## config.mk

```make
export PLATFORM = sky130hd
export DESIGN_NAME = dmem_ldst_slave_flat
export DESIGN_NICKNAME = d
export VERILOG_FILES = /design/src/rtl/dmem_ldst_slave_pkg.sv /design/src/rtl/dmem_ldst_slave_if.sv /design/src/rtl/dmem_ldst_slave_lane_align.sv /design/src/rtl/dmem_ldst_slave.sv /design/src/flat_wrapper.sv
export SDC_FILE = /design/constraint.sdc
export NUM_CORES = 1
export LEC_CHECK = 0
export ABC_AREA = 0
export CAP_MARGIN = 15
export CORE_ASPECT_RATIO = 1.75
export CORE_MARGIN = 1
export CORE_UTILIZATION = 38
export CTS_BUF_LIST = sky130_fd_sc_hd__clkbuf_2 sky130_fd_sc_hd__clkbuf_4 sky130_fd_sc_hd__clkbuf_8
export DETAILED_ROUTE_END_ITERATION = 16
export GPL_ROUTABILITY_DRIVEN = 0
export HOLD_SLACK_MARGIN = 0.03
export PLACE_DENSITY_LB_ADDON = 0.25
export SYNTH_ARGS = -nofsm -noshare
export SYNTH_HDL_FRONTEND = slang
export SYNTH_SLANG_ARGS = --single-unit
```

## constraint.sdc

```tcl
create_clock -name clk -period 2.95 [get_ports clk]
set_input_delay 0.59 -clock clk [delete_from_list [all_inputs] [get_ports clk]]
set_output_delay 0.59 -clock clk [all_outputs]
set_load 0.02 [all_outputs]
```

## src/rtl/dmem_ldst_slave_pkg.sv

```systemverilog
// -----------------------------------------------------------------------------
// dmem_ldst_slave_pkg
// Shared types for the load/store channel between the execution unit and the
// data-memory responder:
//   RV_XLEN        - architectural register/address width
//   ldst_size_t    - access size encoding (byte / half / word / illegal)
//   ldst_req_t     - request packet (addr, we, size, sext, wdata)
//   ldst_rsp_t     - response packet (rdata, err)
//   ldst_align_off - byte offset actually used for an access of a given size
// -----------------------------------------------------------------------------
package dmem_ldst_slave_pkg;

  localparam int RV_XLEN = 32;

  typedef enum logic [1:0] {
    LDST_SIZE_B    = 2'd0,
    LDST_SIZE_H    = 2'd1,
    LDST_SIZE_W    = 2'd2,
    LDST_SIZE_RSVD = 2'd3
  } ldst_size_t;

  typedef struct packed {
    logic [RV_XLEN-1:0] addr;
    logic               we;
    ldst_size_t         size;
    logic               sext;
    logic [RV_XLEN-1:0] wdata;
  } ldst_req_t;

  typedef struct packed {
    logic [RV_XLEN-1:0] rdata;
    logic               err;
  } ldst_rsp_t;

  // Misaligned halves/words are steered to their aligned-down location. When
  // the misalignment check is enabled such accesses fault before reaching the
  // SRAM, so the same alignment is correct for both builds.
  function automatic logic [1:0] ldst_align_off(input ldst_size_t size,
                                                input logic [1:0] off);
    logic [1:0] res;
    case (size)
      LDST_SIZE_B: res = off;
      LDST_SIZE_H: res = {off[1], 1'b0};
      default:     res = 2'b00;
    endcase
    return res;
  endfunction

endpackage

```

## src/rtl/dmem_ldst_slave_if.sv

```systemverilog
// -----------------------------------------------------------------------------
// ldst_if_t
// Load/store request/response channel.
//   req_vld/req_rdy/req_pkt : request handshake, master -> slave
//   rsp_vld/rsp_rdy/rsp_pkt : response handshake, slave -> master
// Modports: master (execution unit side), slave (memory responder side).
// -----------------------------------------------------------------------------
interface ldst_if_t;
  import dmem_ldst_slave_pkg::*;

  logic      req_vld;
  logic      req_rdy;
  ldst_req_t req_pkt;
  logic      rsp_vld;
  logic      rsp_rdy;
  ldst_rsp_t rsp_pkt;

  modport master (
    output req_vld, req_pkt, rsp_rdy,
    input  req_rdy, rsp_vld, rsp_pkt
  );

  modport slave (
    input  req_vld, req_pkt, rsp_rdy,
    output req_rdy, rsp_vld, rsp_pkt
  );
endinterface

```

## src/rtl/dmem_ldst_slave_lane_align.sv

```systemverilog
// -----------------------------------------------------------------------------
// ldst_lane_align
// Purely combinational byte-lane steering shared by the store and load paths.
//   size, off, sext : access size, effective byte offset, sign-extend flag
//   wdata           : right-aligned store data
//   rdata           : raw 32-bit SRAM word
//   be              : SRAM byte enables for a store
//   wdata_lane      : store data replicated across all lanes
//   rdata_ext       : load data extracted from the lane and extended
// -----------------------------------------------------------------------------
module ldst_lane_align
  import dmem_ldst_slave_pkg::*;
(
  input  ldst_size_t  size,
  input  logic [1:0]  off,
  input  logic        sext,
  input  logic [31:0] wdata,
  input  logic [31:0] rdata,
  output logic [3:0]  be,
  output logic [31:0] wdata_lane,
  output logic [31:0] rdata_ext
);

  logic [31:0] shifted;

  assign shifted = rdata >> {off, 3'b000};

  always_comb begin
    // NOTE: every output gets a default before the case so no path leaves it
    // unassigned, which would otherwise infer a latch.
    be         = 4'b1111;
    wdata_lane = wdata;
    rdata_ext  = shifted;
    case (size)
      LDST_SIZE_B: begin
        be         = 4'b0001 << off;
        wdata_lane = {4{wdata[7:0]}};
        rdata_ext  = {{24{sext & shifted[7]}}, shifted[7:0]};
      end
      LDST_SIZE_H: begin
        be         = 4'b0011 << off;
        wdata_lane = {2{wdata[15:0]}};
        rdata_ext  = {{16{sext & shifted[15]}}, shifted[15:0]};
      end
      default: ;
    endcase
  end

endmodule

```

## src/rtl/dmem_ldst_slave.sv

```systemverilog
// -----------------------------------------------------------------------------
// dmem_ldst_slave
// Responder end of the load/store channel. Accepts one request at a time,
// performs it on a single-port synchronous 32-bit SRAM and returns a response
// with load data or an access-fault flag.
//   clk, rst_n  : clock, synchronous active-low reset
//   ldst_dst    : ldst_if_t.slave request/response channel
//   sram_cs/we  : SRAM chip select / write enable (only in a good handshake)
//   sram_be     : byte enables
//   sram_addr   : word address
//   sram_wdata  : lane-replicated write data
//   sram_rdata  : read data, valid the cycle after a read select
// Build option: define DMEM_MISALIGN_CHK_EN to fault misaligned half/word
// accesses; otherwise they proceed to the aligned-down location.
// Latency: store/fault response one cycle after the handshake, load two.
// -----------------------------------------------------------------------------
module dmem_ldst_slave
  import dmem_ldst_slave_pkg::*;
#(
  parameter int DMEM_AW = 10
) (
  input  logic               clk,
  input  logic               rst_n,
  ldst_if_t.slave            ldst_dst,
  output logic               sram_cs,
  output logic               sram_we,
  output logic [3:0]         sram_be,
  output logic [DMEM_AW-1:0] sram_addr,
  output logic [31:0]        sram_wdata,
  input  logic [31:0]        sram_rdata
);

  typedef enum logic [1:0] {
    S_IDLE = 2'd0,
    S_RD   = 2'd1,
    S_RESP = 2'd2
  } state_t;

  state_t     state, state_next;
  ldst_req_t  req;

  logic       req_rdy;
  logic       hs;
  logic       out_of_range;
  logic       misalign;
  logic       fault;
  logic [1:0] req_off;

  // Load context captured at the handshake, consumed in RD.
  logic [1:0] ld_off;
  ldst_size_t ld_size;
  logic       ld_sext;

  // Shared lane aligner inputs/outputs.
  ldst_size_t  la_size;
  logic [1:0]  la_off;
  logic        la_sext;
  logic [3:0]  la_be;
  logic [31:0] la_wdata;
  logic [31:0] la_rdata;

  logic       rsp_vld_q;
  ldst_rsp_t  rsp_q;

  assign req = ldst_dst.req_pkt;

  // ---------------------------------------------------------------------------
  // Request decode
  // ---------------------------------------------------------------------------
  assign out_of_range = |req.addr[RV_XLEN-1:DMEM_AW+2];
  assign req_off      = ldst_align_off(req.size, req.addr[1:0]);

`ifdef DMEM_MISALIGN_CHK_EN
  assign misalign = ((req.size == LDST_SIZE_H) && req.addr[0]) ||
                    ((req.size == LDST_SIZE_W) && (req.addr[1:0] != 2'b00));
`else
  assign misalign = 1'b0;
`endif

  assign fault = out_of_range || (req.size == LDST_SIZE_RSVD) || misalign;
  assign hs    = ldst_dst.req_vld && (state == S_IDLE);

  // ---------------------------------------------------------------------------
  // FSM: state register
  // ---------------------------------------------------------------------------
  always_ff @(posedge clk) begin
    // NOTE: sequential state uses non-blocking assignments so every flop sees
    // the pre-edge values of the others, independent of block ordering.
    if (!rst_n) state <= S_IDLE;
    else        state <= state_next;
  end

  // ---------------------------------------------------------------------------
  // FSM: next state
  // ---------------------------------------------------------------------------
  always_comb begin
    state_next = state;
    case (state)
      S_IDLE: if (ldst_dst.req_vld) state_next = (fault || req.we) ? S_RESP : S_RD;
      S_RD:   state_next = S_RESP;
      S_RESP: if (ldst_dst.rsp_rdy) state_next = S_IDLE;
      default: state_next = S_IDLE;
    endcase
  end

  // ---------------------------------------------------------------------------
  // FSM: outputs (request ready and SRAM controls)
  // ---------------------------------------------------------------------------
  always_comb begin
    req_rdy    = (state == S_IDLE);
    sram_cs    = hs && !fault;
    sram_we    = hs && !fault && req.we;
    sram_be    = sram_cs ? la_be : 4'b0000;
    sram_addr  = req.addr[DMEM_AW+1:2];
    sram_wdata = sram_we ? la_wdata : 32'd0;
  end

  // The aligner serves the store path in IDLE and the load path in RD.
  always_comb begin
    la_size = req.size;
    la_off  = req_off;
    la_sext = req.sext;
    if (state == S_RD) begin
      la_size = ld_size;
      la_off  = ld_off;
      la_sext = ld_sext;
    end
  end

  ldst_lane_align u_lane_align (
    .size       (la_size),
    .off        (la_off),
    .sext       (la_sext),
    .wdata      (req.wdata[31:0]),
    .rdata      (sram_rdata),
    .be         (la_be),
    .wdata_lane (la_wdata),
    .rdata_ext  (la_rdata)
  );

  // ---------------------------------------------------------------------------
  // Response and load-context registers
  // ---------------------------------------------------------------------------
  always_ff @(posedge clk) begin
    // NOTE: these datapath registers are reset too, because the response
    // packet is architecturally visible and must read as zero out of reset.
    if (!rst_n) begin
      rsp_vld_q <= 1'b0;
      rsp_q     <= '0;
      ld_off    <= 2'b00;
      ld_size   <= LDST_SIZE_B;
      ld_sext   <= 1'b0;
    end else begin
      rsp_vld_q <= (state_next == S_RESP);
      case (state)
        S_IDLE: begin
          if (hs) begin
            if (fault) begin
              rsp_q.err   <= 1'b1;
              rsp_q.rdata <= '0;
            end else if (req.we) begin
              rsp_q.err   <= 1'b0;
              rsp_q.rdata <= '0;
            end else begin
              ld_off  <= req_off;
              ld_size <= req.size;
              ld_sext <= req.sext;
            end
          end
        end
        S_RD: begin
          rsp_q.err   <= 1'b0;
          rsp_q.rdata <= la_rdata;
        end
        default: ;
      endcase
    end
  end

  assign ldst_dst.req_rdy = req_rdy;
  assign ldst_dst.rsp_vld = rsp_vld_q;
  assign ldst_dst.rsp_pkt = rsp_q;

endmodule

```

## src/flat_wrapper.sv

```systemverilog
// flat-port wrapper written by rule: the top's interface ports become plain ports
module dmem_ldst_slave_flat import dmem_ldst_slave_pkg::*;
#(
  parameter int DMEM_AW = 10
)
  (clk, rst_n, sram_cs, sram_we, sram_be, sram_addr, sram_wdata, sram_rdata, ldst_dst_req_vld, ldst_dst_req_pkt, ldst_dst_rsp_rdy, ldst_dst_req_rdy, ldst_dst_rsp_vld, ldst_dst_rsp_pkt);
  ldst_if_t ldst_dst_i ();
  input  logic clk;
  input  logic rst_n;
  output logic sram_cs;
  output logic sram_we;
  output logic [3:0] sram_be;
  output logic [DMEM_AW-1:0] sram_addr;
  output logic [31:0] sram_wdata;
  input  logic [31:0] sram_rdata;
  input wire logic [$bits(ldst_dst_i.req_vld)-1:0] ldst_dst_req_vld;
  input wire logic [$bits(ldst_dst_i.req_pkt)-1:0] ldst_dst_req_pkt;
  input wire logic [$bits(ldst_dst_i.rsp_rdy)-1:0] ldst_dst_rsp_rdy;
  output wire logic [$bits(ldst_dst_i.req_rdy)-1:0] ldst_dst_req_rdy;
  output wire logic [$bits(ldst_dst_i.rsp_vld)-1:0] ldst_dst_rsp_vld;
  output wire logic [$bits(ldst_dst_i.rsp_pkt)-1:0] ldst_dst_rsp_pkt;
  assign ldst_dst_i.req_vld = ldst_dst_req_vld;
  assign ldst_dst_i.req_pkt = ldst_dst_req_pkt;
  assign ldst_dst_i.rsp_rdy = ldst_dst_rsp_rdy;
  assign ldst_dst_req_rdy = ldst_dst_i.req_rdy;
  assign ldst_dst_rsp_vld = ldst_dst_i.rsp_vld;
  assign ldst_dst_rsp_pkt = ldst_dst_i.rsp_pkt;
  dmem_ldst_slave #(.DMEM_AW(DMEM_AW)) u_core (.clk(clk), .rst_n(rst_n), .ldst_dst(ldst_dst_i), .sram_cs(sram_cs), .sram_we(sram_we), .sram_be(sram_be), .sram_addr(sram_addr), .sram_wdata(sram_wdata), .sram_rdata(sram_rdata));
endmodule
```

==> impl_metrics.ini <==
[run_status]
status = finished clean

[finish]
nFillCells = 552
syn_to_final_growth_pct = 75.3
post-route-cell-area_um2 = 5080
final-seq-area_um2 = 821
drive_gt1_share_pct = 26.0
multi_input_area_um2 = 1980
fin_nets = 620
antenna_cells = 0
instances_no_fill = 601

[cts]
clock_latency_ps = 310
clock_path_buffers = 2
clock-sinks = 41
clk_pin_slew_ps = 70
numCtsBuffers = 5
htree_levels = 2
cts_tree = yes
cts-root-buf = clkbuf_8

[placement]
portBuffers = 166
dp_cells = 591
place_hpwl_um = 8550
place_area_um2 = 4880

[run]
drv_cap = 0

[grt]
grt_max_degree = 33
grt_use_total_pct = 28.4
overflow = 0
antenna_found_initial = 0
grt_pass1_wl_um = 17200
grt_pass1_vias = 3488

[critical_path]
cp.arrival_ps = 2310
start_kind = input pin
cp-end-kind = output port
path_class = in -> out
r2r_slack_ps = 200
critical_path_required_ps = 2360
critPathMaxFanout = 5

[synthesis]
ys_types = 42
synth_top_area_share_pct = 28.3
ys_top_cells_by_count = dfxtp_1, mux2i_1, nor2_1
postSynthAreaPerCell_um2 = 8.90
synth_top_family_by_area = compound AO/OA/AOI/OAI gates
yosys.area_share.simple_pct = 17.2
synth_cells = 326
ys_warn_count = 0
synth-seq-cells = 41
yosysMostFrequentCell = dfxtp_1
yosysTopAreaCell = dfxtp_1
synthArstFlopShare_pct = 0
synth-main-ff-cell = dfxtp_1
synth-compound-area-share_pct = 25.5
synth-edff-count = 0
ys_seq_area_share_pct = 28.3
netlist_top_cells_area = dfxtp_1, mux2i_1, mux4_1
synth_adder_area_share_pct = 0
synth-xor-area-share_pct = 0
synth_area_um2 = 2900
synthesis.nets = 430
synth.mux.area_fraction_pct = 20.3

[die]
dieHeight_um = 118
start_util_pct = 39.8
core_um2 = 7280
io-pin-count = 187
die-width_um = 68.0
placementRows = 41
die-area_um2 = 8000

[pwr]
power_switching_w = 0.000358
p_seq_share_pct = 43.6
p_comb_share_pct = 28.6
intPower_w = 0.000920
power.density_nw_per_um2 = 251
vdd_drop_max_mv = 0.152
pwr-share-clk_pct = 27.8
leakagePower_nw = 2.27
swShare_pct = 28.0

[drt]
vias = 3467
antenna_left = 0
drc = 0
first_pass_iters = 6
viasPerCell = 5.77
wl_um = 11200
detail_route.wl_per_cell_um = 18.6
drt_iter0_markers = 262

[timing]
setup_viol = 0
period_share_pct = 98.4
relSlewSlack_pct = 63.6
finalHoldViolCount = 0
layout_min_cycle_time_ps = 2900
clock.fmax_ghz = 0.345
worst_slew_pin_slew_ps = 546
finalMaxSlewViolations = 0
fin_worst_skew_ps = 5.01

[min_path]
hp-class = reg -> reg
## registers in the layout, summed over array words and instances, names as in the netlist
register / flops
u_core.ldst_dst.rsp_pkt: 33
u_core.ld_off: 2
u_core.ld_sext: 1
u_core.ldst_dst.rsp_vld: 1
u_core.state: 2
u_core.ld_size: 2
## metrics by stage
step / hold WS (ps) / TNS, ps / setup slack (ps) / power, W / utilization [%]
after floorplan: 496 / -78.7 / -26.2 / 0.000717 / -
after global placement: 457 / -18660 / -551 / 0.000909 / 67.0
after detailed placement: 460 / -25350 / -721 / 0.000914 / 67.0
after CTS: 477 / 0 / 1.93 / 0.00127 / 67.3
after global routing: 494 / -11.1 / -11.1 / 0.00133 / 69.8
final: 475 / 0 / 48.0 / 0.00128 / 69.8
## path summary, 6_finish.rpt
check                                    from                     endpoint  cells after the start
hold reg to reg   u_core.ldst_dst.rsp_pkt[30]  u_core.ldst_dst.rsp_pkt[30]                      1
setup reg to reg              u_core.state[0]  u_core.ldst_dst.rsp_pkt[29]                      8
hold / removal    u_core.ldst_dst.rsp_pkt[30]  u_core.ldst_dst.rsp_pkt[30]                      1
setup / recovery         ldst_dst_req_pkt[34]               sram_wdata[14]                      9
## kinds of logic after synthesis
kind of cell    Yosys count
mux                      46
buf+inv                  48
flops                    41
simple gates            100
compound gates           91
## final cells by class
cell class              count  share of cell area [%]
flip-flops and latches     41                    16.1
inverters                  11                   0.861
well taps                  86                    2.12
clock inverters             1                  0.0984
repair buffers            220                    40.5
multi-input cells         237                    38.9
clock buffers               5                    1.35
## cells in the final DEF, fill, tap and decap left out, drive strengths merged, types with 5 or more instances in the layout
cell and count:
a21o 8, a21oi 16, clkbuf 9, and2 5
clkdlybuf4s50 115, o21ai 12, nor2 30, and3 9
nor4 6, a32o 17, a22o 8, mux4 7
inv 11, dlymetal6s2s 8, nor2b 8, dlygate4sd2 8
dfxtp 41, a211oi 8, nand2 27, a222oi 7
mux2i 37, a221o 8, buf 81
## metal layers
metal,wire (um),up-vias,track usage (%)
met4,454,0,14.7
met2,5950,197,50.6
met3,796,30,5.52
met5,0,-,0
li1,-,1603,-
met1,3990,1637,29.5
## timing repair
action                                  4_1_cts  5_1_grt
hold buffers                                  0        0
pin swaps                                     7        9
buffers inserted                              0        3
gates cloned                                  1        0
endpoints found under the setup margin       38       37
resized for setup                           158       59
endpoints found under the hold margin         0        0
## worst max-delay path, stage by stage
cell and delay, ps:
clkdlybuf4s50_1 580, buf_4 170, nor2_1 40, mux2i_1 180
buf_4 180, buf_12 130, mux2i_2 270, nor2_4 50
buf_6 130
## power by group through the flow
stage	clock network [W]	registers, W	logic [W]
CTS	0.000360	0.000557	0.000349
finish	0.000355	0.000557	0.000366
global route	0.000384	0.000558	0.000386
global placement	0	0.000570	0.000339
detailed placement	0	0.000570	0.000344
floorplan	0	0.000574	0.000143
No activity file was read; power rests on OpenSTA's default activity.
